`src/rtl/opseq_pkg.sv`:
```
// Shared definitions for the operand sequencer: FSM state encoding and opcode constants.
// OP_COPY only changes behaviour when the design is built with OPSEQ_COPY_EN.
package opseq_pkg;

  typedef enum logic [2:0] {
    ST_IDLE  = 3'd0,
    ST_READ  = 3'd1,
    ST_LATCH = 3'd2,
    ST_EXEC  = 3'd3,
    ST_WRITE = 3'd4
  } state_t;

  localparam int OP_COPY = 0;

endpackage

```
`src/rtl/operand_sequencer.sv`:
```
// Single-issue sequencer: reads two RAM operands, runs the external ALU, writes the result back.
// Build option OPSEQ_COPY_EN turns opcode OP_COPY into a direct RAM-to-RAM move that bypasses the ALU.
module operand_sequencer
  import opseq_pkg::*;
#(
  parameter int DATA = 198,
  parameter int ADDR = 6,
  parameter int OPW  = 2
) (
  input  logic            clk,
  input  logic            reset_n,
  input  logic            cmd_valid,
  output logic            cmd_ready,
  input  logic [OPW-1:0]  cmd_op,
  input  logic [ADDR-1:0] cmd_src0,
  input  logic [ADDR-1:0] cmd_src1,
  input  logic [ADDR-1:0] cmd_dst,
  output logic            ram_a_wr,
  output logic [ADDR-1:0] ram_a_addr,
  output logic [DATA-1:0] ram_a_din,
  input  logic [DATA-1:0] ram_a_dout,
  output logic            ram_b_wr,
  output logic [ADDR-1:0] ram_b_addr,
  output logic [DATA-1:0] ram_b_din,
  input  logic [DATA-1:0] ram_b_dout,
  output logic            alu_start,
  output logic [OPW-1:0]  alu_op,
  output logic [DATA-1:0] alu_x,
  output logic [DATA-1:0] alu_y,
  input  logic            alu_done,
  input  logic [DATA-1:0] alu_result,
  output logic            busy,
  output logic            cmd_done,
  output state_t          dbg_state
);

  // Handshake: a command transfers on a rising edge where cmd_valid && cmd_ready;
  // cmd_ready is high only in IDLE, so at most one command is ever in flight.

  state_t          r_state;
  state_t          w_next;
  logic [OPW-1:0]  r_op;
  logic [ADDR-1:0] r_src0;
  logic [ADDR-1:0] r_src1;
  logic [ADDR-1:0] r_dst;
  logic [DATA-1:0] r_alu_x;
  logic [DATA-1:0] r_alu_y;
  logic [DATA-1:0] r_result;
  logic            r_alu_start;
  logic            w_take_done;

  // r_alu_start marks the first EXEC cycle, where a done pulse is too early to be real.
  assign w_take_done = (r_state == ST_EXEC) && alu_done && !r_alu_start;

`ifdef OPSEQ_COPY_EN
  logic w_copy;
  assign w_copy = (r_op == OPW'(OP_COPY));
`endif

  always_ff @(posedge clk or negedge reset_n) begin
    if (!reset_n) begin
      r_state     <= ST_IDLE;
      r_op        <= '0;
      r_src0      <= '0;
      r_src1      <= '0;
      r_dst       <= '0;
      r_alu_x     <= '0;
      r_alu_y     <= '0;
      r_result    <= '0;
      r_alu_start <= 1'b0;
    end else begin
      r_state     <= w_next;
      r_alu_start <= 1'b0;
      if (r_state == ST_IDLE && cmd_valid) begin
        r_op   <= cmd_op;
        r_src0 <= cmd_src0;
        r_src1 <= cmd_src1;
        r_dst  <= cmd_dst;
      end
      if (r_state == ST_LATCH) begin
        r_alu_x <= ram_a_dout;
        r_alu_y <= ram_b_dout;
`ifdef OPSEQ_COPY_EN
        if (w_copy) r_result <= ram_a_dout;
        else        r_alu_start <= 1'b1;
`else
        r_alu_start <= 1'b1;
`endif
      end
      if (w_take_done) r_result <= alu_result;
    end
  end

  always_comb begin
    w_next = r_state;
    case (r_state)
      ST_IDLE:  if (cmd_valid) w_next = ST_READ;
      ST_READ:  w_next = ST_LATCH;
`ifdef OPSEQ_COPY_EN
      ST_LATCH: w_next = w_copy ? ST_WRITE : ST_EXEC;
`else
      ST_LATCH: w_next = ST_EXEC;
`endif
      ST_EXEC:  if (w_take_done) w_next = ST_WRITE;
      ST_WRITE: w_next = ST_IDLE;
      default:  w_next = ST_IDLE;
    endcase
  end

  always_comb begin
    ram_a_wr   = 1'b0;
    ram_a_addr = '0;
    ram_a_din  = '0;
    ram_b_addr = '0;
    case (r_state)
      ST_READ: begin
        ram_a_addr = r_src0;
        ram_b_addr = r_src1;
      end
      ST_WRITE: begin
        ram_a_wr   = 1'b1;
        ram_a_addr = r_dst;
        ram_a_din  = r_result;
      end
      default: ;
    endcase
  end

  assign ram_b_wr  = 1'b0;
  assign ram_b_din = '0;
  assign cmd_ready = (r_state == ST_IDLE);
  assign busy      = (r_state != ST_IDLE);
  assign cmd_done  = (r_state == ST_WRITE);
  assign alu_start = r_alu_start;
  assign alu_op    = r_op;
  assign alu_x     = r_alu_x;
  assign alu_y     = r_alu_y;
  assign dbg_state = r_state;

endmodule
```
`config.mk`:
```
export PLATFORM = sky130hd
export DESIGN_NAME = operand_sequencer
export DESIGN_NICKNAME = d
export VERILOG_FILES = /design/src/rtl/opseq_pkg.sv /design/src/rtl/operand_sequencer.sv
export SDC_FILE = /design/constraint.sdc
export NUM_CORES = 1
export LEC_CHECK = 0
export ABC_CLOCK_PERIOD_IN_PS = 1850
export CAP_MARGIN = 20
export CORE_AREA = 10 10 543 545
export CTS_CLUSTER_DIAMETER = 30
export DETAILED_ROUTE_END_ITERATION = 6
export DIE_AREA = 0 0 553 555
export PLACE_DENSITY_LB_ADDON = 0.15
export SLEW_MARGIN = 40
export SYNTH_ARGS = -nofsm -noshare
export SYNTH_HDL_FRONTEND = slang
export SYNTH_SLANG_ARGS = --single-unit
```
`constraint.sdc`:
```
create_clock -name clk -period 1.85 [get_ports clk]
set_input_delay 0.37 -clock clk [delete_from_list [all_inputs] [get_ports clk]]
set_output_delay 0.37 -clock clk [all_outputs]
set_load 0.02 [all_outputs]
```
After elaboration in Yosys (flattened, before gate mapping)
Cells that the tools add are included.
W data, S select, Z words.
{ "totals": {"regBits": 618, "word_cells": 30, "in_bits": 618, "output_inout_bits": 815} }
{ "classes": {"muxes": 8, "n_eq_ne": 6, "n_reduce_logical": 7} }
{ "op_table": {"columns": ["cell", "n"], "rows": [
  ["$mux W198", 1],
  ["$pmux W3 S4", 1],
  ["$pmux W6 S2", 1],
  ["$eq A3 B2 Y1 const B", 2],
  ["$mux W3", 2],
  ["$mux W6", 1],
  ["$ne A2 B2 Y1 const B", 2],
  ["$eq A3 B1 Y1 const B", 1],
  ["$eq A3 B3 Y1 const B", 1],
  ["$logic_and A1 B1 Y1", 3],
  ["$logic_not A3 Y1", 1],
  ["$reduce_bool A3 Y1", 1],
  ["$mux W1", 2],
  ["$reduce_and A2 Y1", 1],
  ["$logic_not A1 Y1", 1]
]} }

Logic depth before layout (Yosys ltp)
{ "logic_depth": {"depth_word": 5, "ltp_mapped": 6, "mapped_depth_nobuf": 4} }

Least setup slack after synthesis
No wires, ideal clock.
{ "synth_timing": {"path_type": "register to register", "startpoint": "register r_state[0] (netlist: dbg_state[0])", "endpoint": "register r_op[0] (netlist: alu_op[0])", "stages_incl_launch_ff": 6, "slack_ns": -0.173, "setup_ns": 0.125, "arrival_time_ns": 1.898, "synth_period_minus_slack_ns": 2.023, "required_time_ns": 1.725, "n_path_buf": 1, "path_cell_list": "dfrtp_1 or3_1 inv_1 and2_1 buf_2 mux2_2"} }
{ "synth_between": {"elab_chain_len": 2} }
{ "synth_rtl": {"columns": ["item", "line_no", "rtl"], "rows": [
  ["start: declaration", "operand_sequencer.sv:40", "state_t r_state;"],
  ["start signal: assignment", "operand_sequencer.sv:72", "r_state <= w_next;"],
  ["$logic_not A3 Y1", null, null],
  ["net cmd_ready", "operand_sequencer.sv:13", "output logic cmd_ready,"],
  ["$logic_and A1 B1 Y1", "operand_sequencer.sv:74", "if (r_state == ST_IDLE && cmd_valid) begin"],
  ["end signal: assignment", "operand_sequencer.sv:75", "r_op <= cmd_op;"],
  ["end: declaration", "operand_sequencer.sv:42", "logic [OPW-1:0] r_op;"]
]} }
The timed path passes the listed nets, and every way through them passes these cells.
A chain may end at the register's enable or synchronous reset.

Final worst setup path
{ "layout_timing": {"startpoint": "register r_state[1] (netlist: dbg_state[1])", "endpoint": "output port ram_a_din[8]"} }
{ "layout_between": {"elab_chain_len": 2} }
{ "layout_rtl": {"columns": ["item", "line_no", "rtl"], "rows": [
  ["$eq A3 B3 Y1", "operand_sequencer.sv:115", "case (r_state)"],
  ["$mux W198", "operand_sequencer.sv:115", null],
  ["end: declaration", "operand_sequencer.sv:20", "output logic [DATA-1:0] ram_a_din,"]
]} }
Every way passes these cells.

==> metrics.md <==
| Metric | Value |
|---|---|
| Status | finished, violations left |
| Violated checks | setup timing |
| Hold Vio Cnt, Final | 0 |
| Initial Util | 9.117% |
| Number of synthesized register bits | 618 |
| Core ar. | 0.2840 sq mm |
| RSZ-0062 raised after global routing | true |
| GRT Total Usage | 10.72% |
| Io pins | 1433 |
| GP Congestion | 0.7701 |
| Crit. End Element | primary output |
| Share of the synthesized area in the top cell type | 59.73% |
| Final Cycle Share | 152.7% |
| List of most frequent post-synthesis cells | dfrtp_1 (618), mux2_2 (514), buf_4 (202) |
| Max Cap Viol | 0 |
| Area growth syn-to-layout | 105.9% |
| Switching Fraction | 35.06% |
| DR iter-0 viols | 644 |
| Drt wl/cell | 24.13 microns |
| Inserted Clock Buffers | 243 |
| FP Rows | 196 |
| Post-synth top flop | dfrtp_1 |
| Post-synth EDFFs | 0 |
| Mapped Area | 0.02589 sq mm |
| Design Area, Final | 0.05331 sq mm |
| Max Clk Rate | 353.9 MHz |
| Cells after Synth | 1772 |
| Min-Delay Startpoint | ram_a_dout[6] |
| Reg2Reg Depth | 10 |
| Netlist cell types | 22 |
| Slew headroom | 64.07% |
| Final setup fails | 743 |
| End-of-flow core utilization | 18.77% |
| Kind of critical path | register to primary output |
| I/O Buffers | 1233 |
| Logic pwr share | 39.1% |
| Critical path arrival | 2.46 ns |
| Post-synth ARST share | 100.0% |
| Worst Tran Pin Value | 0.5390 ns |
| FF-to-FF End | r_dst[3]$_DFFE_PN0P_ |
| Die Y | 555 microns |
| Final Max Slew Viols | 0 |
| Drt pass-1 iters | 4 |
| Congestion Overflow GR | 0 |
| Critical path required time | 1.48 ns |
| Setup TNS | -253.08 ns |
| Period minus WS final | 2.825 ns |
| Crit-path max FO | 6 |
| Layout Skew | 0.05912 ns |
| CTS Sinks | 618 |
| Post-DR vias/cell | 2.897 |
| P per Cell Area | 1982 mW/mm^2 |
| Pint | 68.61 mW |
| # fillers | 31110 |
| Routed vias | 21310 |
| Root Driver | clkbuf_16 |
| WHS Endpoint | alu_x[6]$_DFFE_PN0P_ |
| Nets | 3967 |
| Clk_lat worst skew | 0.84 ns |
| Setup ws final | -0.9754 ns |
| # DRC | 0 |
| Maximum vdd drop | 1.007 mV |
| Die area | 0.3069 sq mm |
| Ratio of cells with drive above 1 in the final layout | 51.99% |
| Clk buf depth | 4 |
| Most frequent cell after synthesis | dfrtp_1 |
| Sequential share of the synthesized area | 59.73% |
| WL final | 177.5 mm |
| Die X | 553 microns |
| R2R Path Start | dbg_state[0]$_DFFE_PN0P_ |
| Sequential Power Share | 24.2% |
| Placed cells | 6802 |
| Synth area leaders | dfrtp_1 (60%), mux2_2 (22%), buf_4 (5.9%) |
| Final Non-Filler Cells | 7355 |
| Maximum number of pins on one net before global-route repair | 62 |
| Hold Crit Depth | 2 |
| Final ANT Viol Nets | 0 |
| Net switching power | 37.04 mW |
| Worst Setup Start Kind | register |
| Initial antenna violation count | 107 |
| Via count of the first global-routing pass | 23850 |
| Half-perimeter wire length after placement | 141.3 mm |
| Htree depth | 4 |
| CTS tree | built |
| Pre-CTS setup slack | -0.6793 ns |
| Pleak | 22.74 nW |
| Syn. warnings | 0 |
| First-pass GRT wire length | 227.1 mm |
| Min-delay worst type | input port to register |
| Flop2flop setup slack | -0.49 ns |
| DP Area | 0.04340 sq mm |
| Clk pwr share | 36.6% |
| Synth area leader | dfrtp_1 |
| Clock slew at reported path FFs | 0.04 ns |
| Mean Syn Cell Area | 14.61 sq um |
==> stage by stage <==
stage          total power, mW  hold slack (ns)
2_1_floorplan            42.56          0.07441
3_3_place_gp             64.76           0.3887
3_5_place_dp             64.60           0.3844
4_1_cts                  104.7          0.01128
5_1_grt                  111.6          0.04138
6_report                 105.7           0.1213
==> worst max-delay path, cell delays in order (launching register included) <==
cell and delay, ns:
dfrtp_2 0.42, nor2_4 0.21, buf_12 0.15, buf_12 0.13
clkbuf_16 0.20, clkbuf_16 0.17, and3_4 0.19, buf_12 0.11
==> cell usage in the layout (no fill, tap or decap), types with 3 or more instances in the layout <==
cell type,count
clkinv_2,39
clkbuf_8,89
dfrtp_1,600
buf_8,10
conb_1,199
buf_16,7
dfrtp_2,17
and3_2,6
and2_4,6
buf_4,247
clkbuf_4,3
clkbuf_2,27
mux2_1,100
clkbuf_1,64
and3_4,101
mux2_2,514
clkdlybuf4s50_1,636
a22o_1,6
and3_1,91
buf_2,26
diode_2,42
clkinv_16,6
buf_6,392
clkbuf_16,261
buf_12,81
==> per-layer routing <==
layer / vias to the layer above / global-route usage (%) / wire length [microns]
li1: 9172 / - / -
met3: 376 / 7.662 / 25580
met1: 10460 / 10.73 / 62930
met4: 36 / 3.314 / 6277
met5: - / 0 / 195
met2: 1265 / 17.66 / 82520
==> flip-flops by register name, indices dropped and copies added (netlist names), 2 cells and up <==
name	cells
alu_x	198
r_dst	6
alu_op	2
alu_y	198
r_src1	6
r_src0	6
dbg_state	3
r_result	198
==> worst max path at each step <==
stage / endpoint / startpoint / cells past startpoint
3_3_place_gp: r_result[37]$_DFFE_PN0P_ / alu_done / 6
4_1_cts: ram_a_din[25] / dbg_state[0]$_DFFE_PN0P_ / 5
6_report: ram_a_din[8] / dbg_state[1]$_DFFE_PN0P_ / 7
2_1_floorplan: alu_op[0]$_DFFE_PN0P_ / dbg_state[0]$_DFFE_PN0P_ / 5
3_5_place_dp: r_result[27]$_DFFE_PN0P_ / alu_done / 6
5_1_grt: ram_a_din[14] / dbg_state[1]$_DFFE_PN0P_ / 7
==> timing repair <==
item	4_1_cts	5_1_grt
cloned	0	23
endpoints found under the setup margin	1202	1209
buffers inserted	1	39
resized for setup	211	2521
hold endpoints to repair	367	0
pin swaps	3	30
hold buffers	1	0
==> area by class of cell <==
cell class	count	area, sq um	share of cell area [%]
Sequential cell	618	15490	29.06
Timing Repair Buffer	1447	15320	28.74
Multi-Input combinational cell	1036	9646	18.09
Clock buffer	397	7571	14.20
Tap cell	3762	4707	8.829
Clock inverter	50	456.7	0.8566
Antenna cell	42	105.1	0.1971
Inverter	3	13.76	0.02582
==> power by group through the flow <==
stage               Combinational [mW]  Clock (mW)  Sequential (mW)
global route                      44.4        40.7             26.6
detailed placement                39.6           0             25.0
floorplan                         13.3           0             29.2
global placement                  39.7           0             25.0
CTS                               39.9        39.8             25.0
finish                            41.4        38.7             25.6
==> kinds of logic after synthesis <==
| group | share of synthesized area (%) |
|---|---|
| AOI/OAI and AO/OA | 0.2610 |
| buffers and inverters | 8.119 |
| DFF | 59.73 |
| muxes | 26.71 |
| other | 0.01448 |
| and+or+nand+nor | 5.166 |
Note: power is estimated with default switching activity, not from simulation.
